**src/rtl/fdiv_result_pack.sv**
```systemverilog
// fdiv_result_pack
//   Output stage behind the single-precision divider core. Packs the core's
//   unpacked result fields into an IEEE-754 binary32 word, classifies it,
//   buffers it in a 2-entry skid buffer (main M + skid S) behind a
//   valid/ready handshake, and keeps sticky exception flags plus a wrapping
//   count of completed output handshakes.
//
// Ports
//   clk, rst                  clock, synchronous active-high reset
//   in_valid / in_ready       upstream handshake; in_ready = skid entry empty
//   in_sign, in_exp, in_frac  unpacked result (in_frac[23] is the hidden bit)
//   in_error, in_overflow     invalid operation / infinite quotient
//   out_valid / out_ready     downstream handshake
//   out_result                packed {sign, exp, frac[22:0]}
//   out_is_nan/inf/zero       classification of out_result
//   flag_invalid/divzero/ovf  sticky exception flags, cleared by flag_clr
//   out_count                 output handshakes since reset, wraps
module fdiv_result_pack #(
    parameter int          CNT_W     = 16,
    parameter logic [31:0] QNAN_WORD = 32'h7FC00000
) (
    input  logic             clk,
    input  logic             rst,
    input  logic             in_valid,
    output logic             in_ready,
    input  logic             in_sign,
    input  logic [7:0]       in_exp,
    input  logic [23:0]      in_frac,
    input  logic             in_error,
    input  logic             in_overflow,
    output logic             out_valid,
    input  logic             out_ready,
    output logic [31:0]      out_result,
    output logic             out_is_nan,
    output logic             out_is_inf,
    output logic             out_is_zero,
    output logic             flag_invalid,
    output logic             flag_divzero,
    output logic             flag_ovf,
    input  logic             flag_clr,
    output logic [CNT_W-1:0] out_count
);

    // Hidden bit is dropped without a check; the core guarantees it.
    logic unused_hidden;
    assign unused_hidden = in_frac[23];

    logic        acc;
    logic        drain;
    logic [31:0] p_result;
    logic        p_nan;
    logic        p_inf;
    logic        p_zero;

    logic        s_valid;
    logic [31:0] s_result;
    logic        s_nan;
    logic        s_inf;
    logic        s_zero;

    assign in_ready = ~s_valid;
    assign acc      = in_valid & in_ready;
    assign drain    = out_valid & out_ready;

    always_comb begin
        p_result = {in_sign, in_exp, in_frac[22:0]};
        p_nan    = 1'b0;
        p_inf    = 1'b0;
        p_zero   = 1'b0;
        if (in_error) begin
            p_result = QNAN_WORD;
            p_nan    = 1'b1;
        end else if (in_exp == 8'hFF) begin
            if (in_frac[22:0] == 23'd0) begin
                p_result = {in_sign, 8'hFF, 23'd0};
                p_inf    = 1'b1;
            end else begin
                p_result = QNAN_WORD;
                p_nan    = 1'b1;
            end
        end else if (in_exp == 8'h00) begin
            // Subnormals are flushed to a signed zero.
            p_result = {in_sign, 31'd0};
            p_zero   = 1'b1;
        end
    end

    always_ff @(posedge clk) begin
        if (rst) begin
            out_valid   <= 1'b0;
            out_result  <= 32'd0;
            out_is_nan  <= 1'b0;
            out_is_inf  <= 1'b0;
            out_is_zero <= 1'b0;
            s_valid     <= 1'b0;
            s_result    <= 32'd0;
            s_nan       <= 1'b0;
            s_inf       <= 1'b0;
            s_zero      <= 1'b0;
        end else if (drain) begin
            if (s_valid) begin
                // acc cannot happen here because in_ready is low while S is full.
                out_result  <= s_result;
                out_is_nan  <= s_nan;
                out_is_inf  <= s_inf;
                out_is_zero <= s_zero;
                s_valid     <= 1'b0;
            end else if (acc) begin
                out_result  <= p_result;
                out_is_nan  <= p_nan;
                out_is_inf  <= p_inf;
                out_is_zero <= p_zero;
            end else begin
                out_valid   <= 1'b0;
            end
        end else if (acc) begin
            if (!out_valid) begin
                out_valid   <= 1'b1;
                out_result  <= p_result;
                out_is_nan  <= p_nan;
                out_is_inf  <= p_inf;
                out_is_zero <= p_zero;
            end else begin
                // M is held by backpressure; park the new result in S.
                s_valid     <= 1'b1;
                s_result    <= p_result;
                s_nan       <= p_nan;
                s_inf       <= p_inf;
                s_zero      <= p_zero;
            end
        end
    end

    // A set in the same cycle as flag_clr wins.
    always_ff @(posedge clk) begin
        if (rst) begin
            flag_invalid <= 1'b0;
            flag_divzero <= 1'b0;
            flag_ovf     <= 1'b0;
        end else begin
            if (acc && in_error)
                flag_invalid <= 1'b1;
            else if (flag_clr)
                flag_invalid <= 1'b0;
            if (acc && (in_exp == 8'hFF) && !in_error && !in_overflow)
                flag_divzero <= 1'b1;
            else if (flag_clr)
                flag_divzero <= 1'b0;
            if (acc && in_overflow)
                flag_ovf <= 1'b1;
            else if (flag_clr)
                flag_ovf <= 1'b0;
        end
    end

    always_ff @(posedge clk) begin
        if (rst)
            out_count <= '0;
        else if (drain)
            out_count <= out_count + CNT_W'(1);
    end

endmodule

```
**config.mk**
```make
export PLATFORM = sky130hd
export DESIGN_NAME = fdiv_result_pack
export DESIGN_NICKNAME = d
export VERILOG_FILES = /design/src/rtl/fdiv_result_pack.sv
export SDC_FILE = /design/constraint.sdc
export NUM_CORES = 1
export LEC_CHECK = 0
export CAP_MARGIN = 20
export CELL_PAD_IN_SITES_DETAIL_PLACEMENT = 1
export CELL_PAD_IN_SITES_GLOBAL_PLACEMENT = 2
export CORE_ASPECT_RATIO = 0.8
export CORE_UTILIZATION = 30
export DETAILED_ROUTE_END_ITERATION = 12
export PLACE_DENSITY = 0.9
export REMOVE_ABC_BUFFERS = 1
export SLEW_MARGIN = 30
export SYNTH_ARGS = -nofsm -noshare
export SYNTH_HDL_FRONTEND = slang
export SYNTH_SLANG_ARGS = --single-unit
export TNS_END_PERCENT = 20
```
**constraint.sdc**
```tcl
create_clock -name clk -period 3 [get_ports clk]
set_clock_uncertainty 0.05 [all_clocks]
set_input_delay 0.75 -clock clk [delete_from_list [all_inputs] [get_ports clk]]
set_output_delay 0.75 -clock clk [all_outputs]
set_load 0.005 [all_outputs]
```
==> impl_metrics.tcl, run 1 <==
set metrics [dict create \
    finalSetupTns_ps 0 \
    via_per_inst 5.401 \
    syn_to_final_growth_pct 36.47 \
    maxCapViolations 0 \
    clk_path_buf_depth 2 \
    synth_area_leaders "dfxtp_1, nand4_1, nand2_1" \
    met3_usage_pct 4.527 \
    worst_slew_pin_slew_ps 706.7 \
    start_util_pct 31.51 \
    r2r-start "out_valid$_SDFFE_PP0P_" \
    die_x_um 129.8 \
    diodes 0 \
    end_kind "flop" \
    p_comb_share_pct 14.3 \
    hp-class "reg -> reg" \
    cts_root_buffer "clkbuf_16" \
    cts_tree "built" \
    multi_input_area_sq_um 1908 \
    ir_worst_vdd_mv 0.2933 \
    cts_made_buffers 9 \
    finalSetupViolCount 0 \
    grt_max_degree 64 \
    critical_path.startpoint_type "input port" \
    worst_ep_arrival_time_ps 2620 \
    syn_inst 482 \
    cts_resized 0 \
    seqPwrFrac_pct 46.3 \
    syn_area_sq_um 3918 \
    cp.required_ps 3190 \
    leakage_nw 1.764 \
    grtUsageTotal_pct 19.88 \
    regToRegSetupSlack_ps 1050 \
    wl_per_cell_um 17.62 \
    powerDensity_nw_per_um2 529.0 \
    grt_pass1_wl_mm 21.19 \
    cp_max_fo 21 \
    finalCritPeriodShare_pct 81.03 \
    worstPathCellList "clkdlybuf4s50_1, nor2b_1, nand3_1, buf_4, o31ai_1" \
    max_freq_mhz 411.4 \
    ys_warn_count 0 \
    die_area_sq_um 13520 \
    worstSetupPathType "in -> reg" \
    drcViolationCount 0 \
    outcome "complete, no violations" \
    min-delay-start "s_result[0]$_SDFFE_PP0P_" \
    clk_latency_ps 340 \
    synth_top_area_share_pct 46.50 \
    top_usage_layer "met2" \
    fin_crit_ps 2431 \
    grt.overflow.total 0 \
    net-switching-power_w 0.0007046 \
    htreeDepth 3 \
    relSlewSlack_pct 52.88 \
    final_core_util_pct 43.01 \
    yosysTopAreaCell "dfxtp_1" \
    layout-drive-gt1-share_pct 7.270 \
    p_int_w 0.002124 \
    yosysSeqAreaShare_pct 46.50 \
    synth.avg_cell_area_sq_um 8.128 \
    postRouteAntennaNets 0 \
    grt_util_met1_pct 25.35 \
    regArea_sq_um 1822 \
    critPathTopFamily "buffers and inverters" \
    cts_hold_buf 0 \
    met2_usage_pct 32.77 \
    hold_viol_final 0 \
    synth_cell_types 45 \
    antenna_found_initial 0 \
    holdPathEnd "s_result[0]$_SDFFE_PP0P_" \
    p_sw_share_pct 24.91 \
    gp_congestion 0.7466 \
    ys.flop_type "dfxtp_1" \
    pwr-share-clk_pct 39.4 \
    post_cts_buffers 0 \
    dp_hpwl_mm 8.867 \
    core-area_sq_um 12430 \
    critPathBufInv 2 \
    min_path_cells 2 \
    routed_wl_mm 12.95 \
    slowest_stage "clkdlybuf4s50_1" \
    n_fill_cell 1458 \
    async_reset_ff_share_pct 0 \
    cp_slowest_stage_delay_ps 560 \
    drv_slew 0 \
    path_clk_slew_ps 60 \
    die_h_um 104.2 \
    synth_seq_cells 91 \
    portBuffers 94 \
    r2r-end "out_count[15]$_SDFFE_PP0P_" \
    dr.pass1.iters 4 \
    rr_worst_depth 4 \
    pin_count 96 \
    grt_pass1_vias 4132 \
    cts_sinks 91 \
    layout_commonest_cell "clkdlybuf4s50_1" \
    num_vias 3970 \
    layout_common_cells "clkdlybuf4s50_1, dfxtp_1, nand2_1" \
    synth_edf_count 0 \
    rsz0062_at_grt "false" \
    drtIter0Drc 157 \
    nets 600 \
    rows 36 \
]
-- per-layer routing --
layer / up-vias / share of wire (%)
li1: 1930 / -
met3: 16 / 5.7
met2: 107 / 47
met5: - / 0
met4: 0 / 1.5
met1: 1917 / 46
-- worst register-to-register path: cells and delay by family (launching register included) --
kind	cells	cell delay, ps
AND/OR/NAND/NOR	3	1140
flip-flops	1	550
AO/OA/AOI/OAI	1	140
-- sequential cells by signal, indices dropped and copies added (netlist names) --
signal        cells
out_result       32
s_result         32
out_count        16
flag_divzero      1
flag_invalid      1
flag_ovf          1
out_is_inf        1
out_is_nan        1
out_is_zero       1
out_valid         1
s_inf             1
s_nan             1
s_valid           1
s_zero            1
-- cells in the mapped netlist (3+ instances only) --
master,count
dfxtp_1,91
nand2_1,73
nand4_1,51
a21oi_1,45
clkbuf_1,35
nor2_1,30
o21ai_0,28
a31oi_1,23
nor4_1,10
a211oi_1,9
nand3_1,9
o211ai_1,9
buf_2,6
o31ai_1,6
and3_1,5
or4_1,5
xor2_1,5
inv_1,4
xnor2_1,4
nor2b_1,3
or3_1,3
-- cells by family (layout without fill, tap and decap cells) --
group,after synthesis,after routing,share of synthesized area (%)
buffers and inverters,49,131,5.078
flip-flops,91,91,46.50
adder cells (fa/ha/maj),1,1,0.3193
XOR/XNOR,9,9,2.012
AO/OA/AOI/OAI,132,132,20.28
multiplexers,1,1,0.2555
AND/OR/NAND/NOR,199,199,25.55
-- power by group through the flow --
stage	clock network, W	registers (W)	logic, W
after global placement	0	0.00133	0.000389
final	0.00111	0.00131	0.000404
after detailed placement	0	0.00134	0.000404
after floorplan	0	0.00133	0.000136
after CTS	0.00114	0.00131	0.000406
after global routing	0.00119	0.00132	0.000441
-- worst max path at each step --
stage,to,cells after the start,start,slack [ps]
floorplan,s_result[22]$_SDFFE_PP0P_,3,in_valid,-440
global placement,s_inf$_SDFFE_PP0P_,6,in_valid,350
detailed placement,s_nan$_SDFFE_PP0P_,5,in_valid,220
CTS,s_nan$_SDFFE_PP0P_,5,in_valid,580
global route,s_nan$_SDFFE_PP0P_,6,in_valid,490
finish,s_nan$_SDFFE_PP0P_,5,in_valid,570
-- layout make-up --
cell class	instances	share of cell area [%]
multi-input cells	342	35.69
flip-flops and latches	91	34.07
repair buffers	111	20.59
clock buffers	11	4.353
well taps	171	4.002
clock inverters	5	1.006
inverters	4	0.2808
-- through the flow --
step / hold WS [ps] / cells / setup WS [ps] / power (W) / cell area, sq um
floorplan: 376.0 / 437 / -435.2 / 0.001469 / 3734
global placement: 389.0 / 719 / 347.3 / 0.001723 / 5060
detailed placement: 396.4 / 719 / 218.2 / 0.001742 / 5060
CTS: 405.8 / 735 / 576.3 / 0.002859 / 5346
global route: 426.5 / 735 / 491.6 / 0.002948 / 5346
finish: 406.2 / 735 / 569.0 / 0.002828 / 5346
Power figures use the tool's default switching activity.
==> run 2: changes to the inputs <==
--- a/config.mk
+++ b/config.mk
@@ -9,9 +9,9 @@
 export CELL_PAD_IN_SITES_DETAIL_PLACEMENT = 1
 export CELL_PAD_IN_SITES_GLOBAL_PLACEMENT = 2
 export CORE_ASPECT_RATIO = 0.8
-export CORE_UTILIZATION = 30
+export CORE_UTILIZATION = 28
 export DETAILED_ROUTE_END_ITERATION = 12
-export PLACE_DENSITY = 0.9
+export PLACE_DENSITY = 0.85
 export REMOVE_ABC_BUFFERS = 1
 export SLEW_MARGIN = 30
 export SYNTH_ARGS = -nofsm -noshare
==> constraint.sdc (replaced) <==
create_clock -name clk -period 2.25 [get_ports clk]
set_clock_uncertainty 0.05 [all_clocks]
set_input_delay 0.5625 -clock clk [delete_from_list [all_inputs] [get_ports clk]]
set_output_delay 0.5625 -clock clk [all_outputs]
set_load 0.005 [all_outputs]
==> run 2 against run 1 <==
Effect of this change: worst hold slack worse by 3.1 ps; sequential share of layout area down 2.2 points; register-to-register slack worse by 670 ps; highest routed layer unchanged; cell area up 7.0%; largest cell class unchanged; worst setup slack worse by 440 ps; total power up 44%; combinational power up 42%; sequential cell count unchanged; core utilization down 0.92 points.
==> impl_metrics.tcl, run 2 (synthesized netlist as in run 1, its figures left out) <==
set metrics [dict create \
    rr_worst_depth 4 \
    grt.overflow.total 0 \
    finalCritPeriodShare_pct 94.24 \
    relSlewSlack_pct 52.45 \
    die_area_sq_um 14470 \
    layout_common_cells "clkdlybuf4s50_1, dfxtp_1, nand2_1" \
    max_freq_mhz 471.6 \
    cp_max_fo 4 \
    r2r-end "out_count[15]$_SDFFE_PP0P_" \
    min-delay-start "s_result[21]$_SDFFE_PP0P_" \
    drcViolationCount 0 \
    hold_viol_final 0 \
    cts_resized 0 \
    grt_util_met1_pct 23.44 \
    critical_path.startpoint_type "input port" \
    dp_hpwl_mm 8.989 \
    grt_pass1_vias 4308 \
    cts_sinks 91 \
    num_vias 4042 \
    antenna_found_initial 0 \
    dr.pass1.iters 4 \
    drtIter0Drc 113 \
    fin_crit_ps 2120 \
    core-area_sq_um 13600 \
    nets 637 \
    layout-drive-gt1-share_pct 13.31 \
    maxCapViolations 0 \
    finalSetupViolCount 0 \
    cts_root_buffer "clkbuf_16" \
    worstSetupPathType "in -> reg" \
    ir_worst_vdd_mv 0.3694 \
    rows 38 \
    n_fill_cell 1595 \
    gp_congestion 0.7478 \
    r2r-start "out_valid$_SDFFE_PP0P_" \
    routed_wl_mm 13.03 \
    finalSetupTns_ps 0 \
    grt_pass1_wl_mm 21.49 \
    min_path_cells 2 \
    cp.required_ps 2410 \
    met2_usage_pct 32.27 \
    final_cells 781 \
    post_cts_buffers 0 \
    portBuffers 94 \
    drv_slew 0 \
    worst_slew_pin_slew_ps 713.2 \
    dp.cells 765 \
    top_regs "out_result (32), s_result (32), out_count (16)" \
    start_util_pct 28.81 \
    end_kind "flop" \
    cts_made_buffers 9 \
    via_per_inst 5.175 \
    wl_per_cell_um 16.68 \
    hp-class "reg -> reg" \
    leakage_nw 1.982 \
    grtUsageTotal_pct 18.87 \
    syn_to_final_growth_pct 46.09 \
    path_clk_slew_ps 60 \
    holdPathEnd "s_result[21]$_SDFFE_PP0P_" \
    outcome "complete, no violations" \
    die_h_um 107.8 \
    cts_hold_buf 0 \
    postRouteAntennaNets 0 \
    cts_tree "built" \
    powerDensity_nw_per_um2 710.0 \
    timing.hold.ws_ps 403.1 \
    layout_commonest_cell "clkdlybuf4s50_1" \
    clk_latency_ps 350 \
    htreeDepth 3 \
    crit_start "in_frac[12]" \
    rsz0062_at_grt "false" \
    regToRegSetupSlack_ps 380 \
    clk_path_buf_depth 2 \
    die_x_um 134.2 \
    final_core_util_pct 42.09 \
    top_usage_layer "met2" \
    grt_max_degree 64 \
    met3_usage_pct 4.991 \
    pin_count 96 \
    diodes 0 \
    power.total_w 0.004063 \
    worst_ep_arrival_time_ps 2290 \
]
## run 2: changes by cell type in the layout (fill, tap and decap cells not counted), sizes merged
cell and delta:
buf +37, clkinv -2, bufinv +2
## run 2: final cells by class
class / count / area, sq um / area share, %
clock buffers: 11 / 242.7 / 4.241
multi-input cells: 342 / 1914 / 33.45
clock inverters: 5 / 100.1 / 1.749
well taps: 180 / 225.2 / 3.935
flip-flops and latches: 91 / 1822 / 31.83
repair buffers: 148 / 1404 / 24.53
inverters: 4 / 15.01 / 0.2624
## run 2: routing by layer
layer | share of wire (%) | wire length, um
met1 | 48 | 6206
met2 | 47 | 6142
met3 | 4.2 | 550
met4 | 0.97 | 127
met5 | 0 | 0
## run 2: how the worst max path moves through the flow
stage,to,slack (ps),cells after the start
2_1_floorplan,s_result[22]$_SDFFE_PP0P_,-1000,3
3_3_place_gp,out_result[22]$_SDFFE_PP0P_,-210,7
3_5_place_dp,out_result[22]$_SDFFE_PP0P_,-240,7
4_1_cts,out_result[22]$_SDFFE_PP0P_,120,7
5_1_grt,out_result[22]$_SDFFE_PP0P_,40,7
6_report,out_result[22]$_SDFFE_PP0P_,130,7
## run 2: power breakdown
group	switching [W]	internal, W	total, W
Sequential	0.0000527	0.00170	0.00175
Clock	0.000630	0.00111	0.00174
Combinational	0.000264	0.000310	0.000573
## run 2: stage by stage
stage | setup WS, ps | area, sq um
floorplan | -997.7 | 3734
global placement | -213.4 | 5374
detailed placement | -243.5 | 5374
CTS | 122.1 | 5717
global route | 37.28 | 5723
finish | 129.6 | 5723
## run 2: critical path, stage by stage
cell and delay [ps]:
clkdlybuf4s50_1 420, nor4_1 410, buf_4 180, nand4_1 140
o21ai_0 290, buf_4 180, a41oi_1 100
==> patch: new RTL, settings of run 1 <==
Put one more register stage on the output `out_count`, with the module's reset. The value now appears one clock later. The other outputs are not delayed to match.
--- a/src/rtl/fdiv_result_pack.sv
+++ b/src/rtl/fdiv_result_pack.sv
@@ -42,2 +42,4 @@
 );
+
+    logic [CNT_W-1:0] out_count_s0;
 
@@ -157,5 +159,13 @@
         if (rst)
+            out_count_s0 <= '0;
+        else if (drain)
+            out_count_s0 <= out_count_s0 + CNT_W'(1);
+    end
+
+    always_ff @(posedge clk) begin
+        if (rst) begin
             out_count <= '0;
-        else if (drain)
-            out_count <= out_count + CNT_W'(1);
+        end else begin
+            out_count <= out_count_s0;
+        end
     end
Function: changed (a bounded check fails within 4 cycles, from zero or initial values and one cycle with rst high).
==> patch against run 1 <==
Final area rose by 9.0%; first-iteration DRC count rose by 110%; area after synthesis grew 12%; setup slack worse by 0.013 ns; critical path depth rose by 1; global-route usage shrank 1.8 points; critical path type unchanged; sequential share of layout area increased by 2.7 points; via count rose by 1.8%; wire length rose by 0.64%; sequential cell count increased by 16; total power up 15%; non-clock buffer count down 3.
==> patch: results <==
export IMPL_buf_share_pct=18.72
export IMPL_muxShareOfSynthArea_pct=0.7437
export IMPL_rr_worst_depth=5
export IMPL_pg_seq_mw=1.52
export IMPL_synth_xor_area_share_pct=2.203
export IMPL_nNetsFinal=626
export IMPL_synth_common_cells="dfxtp_1 (107), nand2_1 (71), nand4_1 (50)"
export IMPL_grt_usage_pct=18.08
export IMPL_first_iter_violations=324
export IMPL_post_place_ws_ns=0.1905
export IMPL_n_clock_buffer=13
export IMPL_placed_cells=758
export IMPL_switchingPower_mw=0.7593
export IMPL_finish_utilization_pct=40.90
export IMPL_place_congestion=0.7196
export IMPL_hpwl_mm=8.451
export IMPL_wl_met3_um=640
export IMPL_drive_gt1_share_pct=6.949
export IMPL_finalWirelength_mm=13.04
export IMPL_status="completed"
export IMPL_crit_start="out_ready"
export IMPL_fmax_mhz=409.2
export IMPL_intPower_mw=2.493
export IMPL_use_met3_pct=4.481
export IMPL_pg_clk_mw=1.33
export IMPL_viasPerCell=5.221
export IMPL_multi_input_gates=354
export IMPL_dr_wl_met2_mm=6.265
export IMPL_fillCellCount=1661
export IMPL_met2_usage_pct=30.09
export IMPL_cp_max_fo=16
-- patch: changes by cell type in the layout (fill, tap and decap cells not counted), sizes merged, moves of 3 or more --
cell,delta
o31ai,-4
nor2b,+14
nor2,+6
or4,-4
nor3,+4
buf,-3
xor2,-3
clkinv,-3
and3,-3
xnor2,+5
dfxtp,+16
a21oi,-4
-- patch: how the worst min path moves through the flow --
stage / end / cells past startpoint / startpoint / slack (ns)
after floorplan: s_result[0] / 2 / s_result[0] / 0.38
after global placement: s_result[1] / 2 / s_result[1] / 0.39
after detailed placement: s_result[15] / 2 / s_result[15] / 0.40
after CTS: s_result[15] / 2 / s_result[15] / 0.41
after global routing: s_result[15] / 2 / s_result[15] / 0.42
final: s_result[9] / 2 / s_result[9] / 0.40
-- patch: critical path, stage by stage --
cell and delay (ns):
clkdlybuf4s50_1 0.69, and2_4 0.27, o22a_2 0.37, buf_4 0.25, o21ai_0 0.10, a31oi_1 0.21
